`src/rtl/ex_fsm.sv`:
```
// Four-state control FSM that follows one full rise/fall/rise/fall cycle of A
// and drives registered flags: k2 during the second high phase, k1 on completion.
module ex_fsm (
  input  logic sclk,
  input  logic rst_n,
  input  logic A,
  output logic k1,
  output logic k2
);

  typedef enum logic [3:0] {
    IDLE  = 4'b0001,
    START = 4'b0010,
    STOP  = 4'b0100,
    CLEAR = 4'b1000
  } state_e;

  state_e state_q, state_d;
  logic   k1_q, k1_d;
  logic   k2_q, k2_d;

  always_ff @(posedge sclk or negedge rst_n) begin
    if (!rst_n) begin
      state_q <= IDLE;
      k1_q    <= 1'b0;
      k2_q    <= 1'b0;
    end else begin
      state_q <= state_d;
      k1_q    <= k1_d;
      k2_q    <= k2_d;
    end
  end

  // Flags change only on the listed transitions; otherwise they hold.
  always_comb begin
    state_d = state_q;
    k1_d    = k1_q;
    k2_d    = k2_q;
    case (state_q)
      IDLE: begin
        if (A) begin
          state_d = START;
          k1_d    = 1'b0;
        end
      end
      START: begin
        if (!A) state_d = STOP;
      end
      STOP: begin
        if (A) begin
          state_d = CLEAR;
          k2_d    = 1'b1;
        end
      end
      CLEAR: begin
        if (!A) begin
          state_d = IDLE;
          k2_d    = 1'b0;
          k1_d    = 1'b1;
        end
      end
      // Any illegal one-hot pattern falls back to a clean idle.
      default: begin
        state_d = IDLE;
        k1_d    = 1'b0;
        k2_d    = 1'b0;
      end
    endcase
  end

  assign k1 = k1_q;
  assign k2 = k2_q;

endmodule

```
`config.mk`:
```
export PLATFORM = sky130hd
export DESIGN_NAME = ex_fsm
export DESIGN_NICKNAME = d
export VERILOG_FILES = /design/src/rtl/ex_fsm.sv
export SDC_FILE = /design/constraint.sdc
export NUM_CORES = 1
export LEC_CHECK = 0
export ABC_CLOCK_PERIOD_IN_PS = 1400
export BUFFER_PORTS_ARGS = -buffer_cell sky130_fd_sc_hd__buf_2
export CORE_AREA = 8 8 45 47
export CTS_BUF_LIST = sky130_fd_sc_hd__clkbuf_8 sky130_fd_sc_hd__clkbuf_16
export CTS_CLUSTER_DIAMETER = 80
export CTS_CLUSTER_SIZE = 30
export DETAILED_ROUTE_END_ITERATION = 10
export DIE_AREA = 0 0 53 55
export MAX_ROUTING_LAYER = met4
export PLACE_DENSITY_LB_ADDON = 0.05
export SKIP_LAST_GASP = 1
export SYNTH_ARGS = -nofsm -noshare
export SYNTH_HDL_FRONTEND = slang
export SYNTH_SLANG_ARGS = --single-unit
```
`constraint.sdc`:
```
create_clock -name sclk -period 1.4 [get_ports sclk]
set_clock_uncertainty 0.2 [all_clocks]
set_input_delay 0 -clock sclk [delete_from_list [all_inputs] [get_ports sclk]]
set_output_delay 0 -clock sclk [all_outputs]
set_load 0.05 [all_outputs]
```
== Word level (Yosys, flattened, before mapping) ==
Cells that the tools add are included.

* Register bits after elaboration: 6
* Output and inout bits: 2
* Word-level logic and storage cells: 29

* Equal/unequal tests: 8
* Mux-type cells: 11
* Bitwise operators: 2
* Reductions and logical operators: 5

{| class="wikitable"
|+ Operator list
! kind !! count
|-
| two-way mux 4 bit || 4
|-
| case mux 4 bit (4 select lines) || 1
|-
| inequality test 2 bit (second input constant) || 4
|-
| case mux 1 bit (3 select lines) || 2
|-
| AND reduction 3 bit || 2
|-
| == test 4 x 1 -> 1 bit (second input constant) || 1
|-
| == test 4 x 2 -> 1 bit (second input constant) || 1
|-
| == test 4 x 3 -> 1 bit (second input constant) || 1
|-
| == test 4 bit (second input constant) || 1
|-
| two-way mux 1 bit || 4
|-
| AND reduction 4 bit || 1
|-
| OR reduction 2 bit || 2
|-
| inverter 1 bit || 2
|}

== Logic depth before layout (Yosys ltp) ==
* Word-level depth: 4
* Depth in mapped cells: 4
* Depth with buffers taken out: 3

== Worst setup path before layout ==
Ideal clock, no wire load.

* Path type: reg2reg
* Start point: register, netlist name k1
* End point: register k1_q, in the netlist k1
* Library setup time: 0.130 ns
* Arrival: 1.002 ns
* Slack: 0.068 ns
* Cell stages (with the launch flop): 4
* Path buffers: 0
* Cells stage by stage: dfrtp_1 nor3b_1 a22oi_1 o21ai_0

{| class="wikitable"
|+ RTL lines
! element !! line !! text
|-
| end signal, assigned || 29 || <nowiki>k1_q <= k1_d;</nowiki>
|-
| end, declared || 19 || <nowiki>logic k1_q, k1_d;</nowiki>
|}

== Final worst setup path ==
* Start point: register state_q[3]
* End point: register k2_q, in the netlist k2

* Word-level cells in the longest chain between the ends: 4
* Elaborated cells between the ends (all ways): 10

{| class="wikitable"
|+ RTL lines
! element !! line !! text
|-
| start, declared || 18 || <nowiki>state_e state_q, state_d;</nowiki>
|-
| start signal, assigned || 28 || <nowiki>state_q <= state_d;</nowiki>
|-
| == test 4 x 2 -> 1 bit or == test 4 x 1 -> 1 bit (tied branches) || 39 || <nowiki>case (state_q)</nowiki>
|-
| OR reduction 2 bit (no line) || - ||
|-
| inverter 1 bit (no line) || - ||
|-
| AND reduction 3 bit (no line) || - ||
|-
| end signal, assigned || 30 || <nowiki>k2_q <= k2_d;</nowiki>
|-
| end, declared || 20 || <nowiki>logic k2_q, k2_d;</nowiki>
|}

Several ways; a longest one is shown, not always the timed one.
A chain may end at the register's enable or synchronous reset.

==> reports/results.env <==
REG2REG_SLACK_NS=0.07
CELLLEAKAGEPOWER_nW=0.191
SLOWEST_DELAY_NS=0.44
TIMING.FINAL.CRIT_SHARE_PCT=95.3
TIMING.FINAL.SETUP_VIOLATIONS=0
DIE_WIDTH_MICRONS=53
AREA_GROWTH_SYN_TO_LAYOUT_PCT=38.0
REMAINING_DRC_ERRORS=0
INSERTION_DELAY_NS=0.22
POST_CTS_SETUP_REPAIR_BUFS=0
ROUTABILITYCONGESTION=0.723
DRV_SLEW=0
GRT_BUSIEST_LAYER='met2'
FINAL_CELLS=62
CP_DATA_REQUIRED_TIME_NS=1.34
UNIQUE_CELL_TYPE_COUNT_IN_THE_YOSYS_NETLIST=21
GR-USAGE-ALL-LAYERS_PCT=7.13
CORE_AREA_SQ_UM=1380
ROUTE.ANTENNA.REMAINING_NETS=0
CORE.ROWCOUNT=14
MAXCAPVIOLATIONS=0
CELL_BY_CELL_LISTING_OF_THE_CRITICAL_PATH='nor4b_2 -> a22oi_1 -> o21ai_1'
R2R_START='state_q[3]$_DFFE_PN0P_'
FINAL_NET_COUNT=50
VDD_IR_DROP_MAX_mV=0.800
ANTENNA_FOUND_INITIAL=0
DIE_H_MICRONS=55
FINAL_ANTENNA_DIODE_COUNT=0
STATUS='completed'
DRT_ITER0_DRC=5
RSZ0062_AT_GRT='yes'
TIMING.HOLD.WORST.CLASS='input pin to asynchronous set/reset pin'
GR-USAGE-MET2_PCT=10.9
STARTPOINT_TYPE='flop'
TIMING_HOLD_VIOLATIONS_FINAL=0
CRITICAL_PATH.MAX_FANOUT=7
GLOBAL_ROUTING_MET3_RESOURCE_UTILIZATION_PCT=1.87
GLOBALROUTEOVERFLOWTOTAL=0
POST_ROUTE_CELLS_DRIVE_ABOVE_1_SHARE_PCT=30.4
POST-DP-HPWL_MICRONS=628
SINKS_ON_CLOCK_NET=6
DRT_PRE_ANTENNA_ITERS=4
GRT_FIRST_PASS_WIRELENGTH_MICRONS=1360
DRT-WIRELENGTH-PER-CELL_MICRONS=13.1
CRIT_PATH_CAPTURE_TYPE='flop'
CRITICAL_PATH_CLASS='flop to flop'
SETUP.WORST_PATH.END='k2$_DFFE_PN0P_'
YOSYS_WARNINGS=0
PORT-BUFFER-COUNT=4
CLOCK_TREE.ROOT_CELL='sky130_fd_sc_hd__clkbuf_8'
SYNTH_FP_NETS=37
GROUTE.LAYER.MET1.USAGE_PCT=6.46
DIE-AREA_SQ_UM=2920
NUM_VIAS=314
CTS_MADE_BUFFERS=3
CRITICAL_PATH.REG2REG.ENDPOINT='k2$_DFFE_PN0P_'
FINALCOREUTILIZATION_PCT=34.4
TRITONCTS='built'
CLOCK_TRANSITION_AT_THE_REGISTER_CLOCK_PINS_ON_THE_WORST_SETUP_AND_HOLD_PATHS_AFTER_CTS_NS=0.04
TIMING.MAX_SLEW.REL_SLACK_PCT=78.2
ROUTED_VIA_DENSITY=5.06
PLACED_CELL_COUNT=55
SYNTH-SEQ-CELLS=6
POWER_DENSITY_nW_PER_UM2=1670
CRITPATHSLOWESTCELL='sky130_fd_sc_hd__dfrtp_2'
SYNTHESIS.AREA_PER_INSTANCE_SQ_UM=10.2
MAX_SLEW.WORST_PIN.SLEW_NS=0.323
GRT_MAX_DEGREE=9
SYNTH_SEQUENTIAL_AREA_RATIO_PCT=43.8
POST_SYNTH_INSTANCE_AREA_SQ_UM=345
SYNTHCELLS=34
CTS-HTREE-LEVELS=1
MAX_FREQ_MHz=750
TOTALWIRELENGTH_MICRONS=810
LAYOUT_MIN_CYCLE_TIME_NS=1.33
VIAS_IN_THE_FIRST_GLOBAL_ROUTE=313
START_UTIL_PCT=25.0
CRITICAL_PATH_ARRIVAL_NS=1.27
WORSTREGTOREGCELLS=3
TOP_LEVEL_PORTS=5
CTS-ROOT-TO-SINK-BUFFERS=2
CRIT_START='state_q[3]$_DFFE_PN0P_'
-- per-stage QoR --
step	hold slack, ns	setup TNS, ns	worst slack (ns)	total power, mW	instance area, sq um
floorplan	-0.496	0	0.0677	0.438	345
global placement	-0.370	-0.0141	-0.0141	0.516	393
detailed placement	-0.372	0	0.0187	0.514	393
CTS	0.0594	0	0.00620	0.789	468
global route	0.0756	-0.00726	-0.00710	0.849	477
finish	0.0492	0	0.0659	0.797	477
-- synth_stat cells --
library cell                instances  area share [%]
sky130_fd_sc_hd__dfrtp_1            5              36
sky130_fd_sc_hd__inv_1              3             3.3
sky130_fd_sc_hd__nor2b_1            3             5.4
sky130_fd_sc_hd__nor3b_1            3             6.5
sky130_fd_sc_hd__a22oi_1            2             4.3
sky130_fd_sc_hd__nand2b_1           2             3.6
sky130_fd_sc_hd__xnor2_1            2             5.1
sky130_fd_sc_hd__a21oi_1            1             1.4
sky130_fd_sc_hd__a2bb2oi_1          1             2.5
sky130_fd_sc_hd__a311oi_1           1             2.5
sky130_fd_sc_hd__buf_4              1             2.2
sky130_fd_sc_hd__dfstp_2            1             7.6
sky130_fd_sc_hd__nand3b_1           1             2.2
sky130_fd_sc_hd__nor2_1             1             1.1
sky130_fd_sc_hd__nor4_1             1             1.8
sky130_fd_sc_hd__nor4b_1            1             2.5
sky130_fd_sc_hd__nor4b_2            1             4.3
sky130_fd_sc_hd__o21ai_0            1             1.4
sky130_fd_sc_hd__o21ai_1            1             1.4
sky130_fd_sc_hd__o22a_1             1             2.5
sky130_fd_sc_hd__or2_1              1             1.8
-- worst min path at each step --
stage | start | slack, ns | cells after the start | to
floorplan | rst_n | -0.50 | 0 | k1$_DFFE_PN0P_
global placement | rst_n | -0.37 | 1 | k2$_DFFE_PN0P_
detailed placement | rst_n | -0.37 | 1 | k2$_DFFE_PN0P_
CTS | rst_n | 0.06 | 2 | state_q[0]$_DFFE_PN1P_
global route | rst_n | 0.08 | 2 | state_q[0]$_DFFE_PN1P_
finish | rst_n | 0.05 | 2 | state_q[0]$_DFFE_PN1P_
-- layout by cell type, fill, tap and decap left out, drive strengths merged, types with 2 or more instances in the layout --
cell         synthesis  routed
a22oi                2       2
xnor2                2       2
dlygate4sd3          0       3
nor4b                2       2
o21ai                2       2
dfrtp                5       5
clkbuf               0       3
inv                  3       4
nand2b               2       2
nor3b                3       3
nor2b                3       3
buf                  1       6
-- cell families after synthesis --
kind of cell	after synthesis	share of synthesized area (%)
AOI/OAI and AO/OA	8	16.3
buffers and inverters	4	5.44
DFF	6	43.8
xor gates and xnor gates	2	5.07
and+or+nand+nor	14	29.3
-- routing by layer --
metal  part of all wire [%]  vias up  wire [microns]
li1                       -      145               -
met1                     38      156             307
met2                     52        9             423
met3                    4.6        4              37
met4                    5.2        0              42
met5                      0        -               0
-- worst max-delay path: cells and delay by family, from the launching register on --
kind | cells | cell delay [ns]
flip-flops | 1 | 0.44
AND/OR/NAND/NOR | 1 | 0.35
AO/OA/AOI/OAI | 2 | 0.25
-- final cells by class --
cell class,instances,area (sq um)
Clock inverter,1,3.75
Sequential cell,6,153
Clock buffer,3,41.3
Inverter,3,11.3
Tap cell,16,20.0
Multi-Input combinational cell,24,183
Timing Repair Buffer,9,65.1
Fill cell,139,907
-- where the power goes --
part / internal (mW) / switching (mW) / total, mW
logic: 0.146 / 0.109 / 0.254
registers: 0.221 / 0.0598 / 0.281
clock network: 0.188 / 0.0744 / 0.263
total: 0.555 / 0.243 / 0.797
-- registers in the layout, indices dropped and copies added, names as in the netlist --
register and flops:
state_q 4, k2 1, k1 1
-- repair_timing --
item,CTS,global route
hold buffers,3,0
hold endpoints to repair,10,0
gates resized for setup,0,3
endpoints found under the setup margin,0,4
Note: power is estimated with default switching activity, not from simulation.
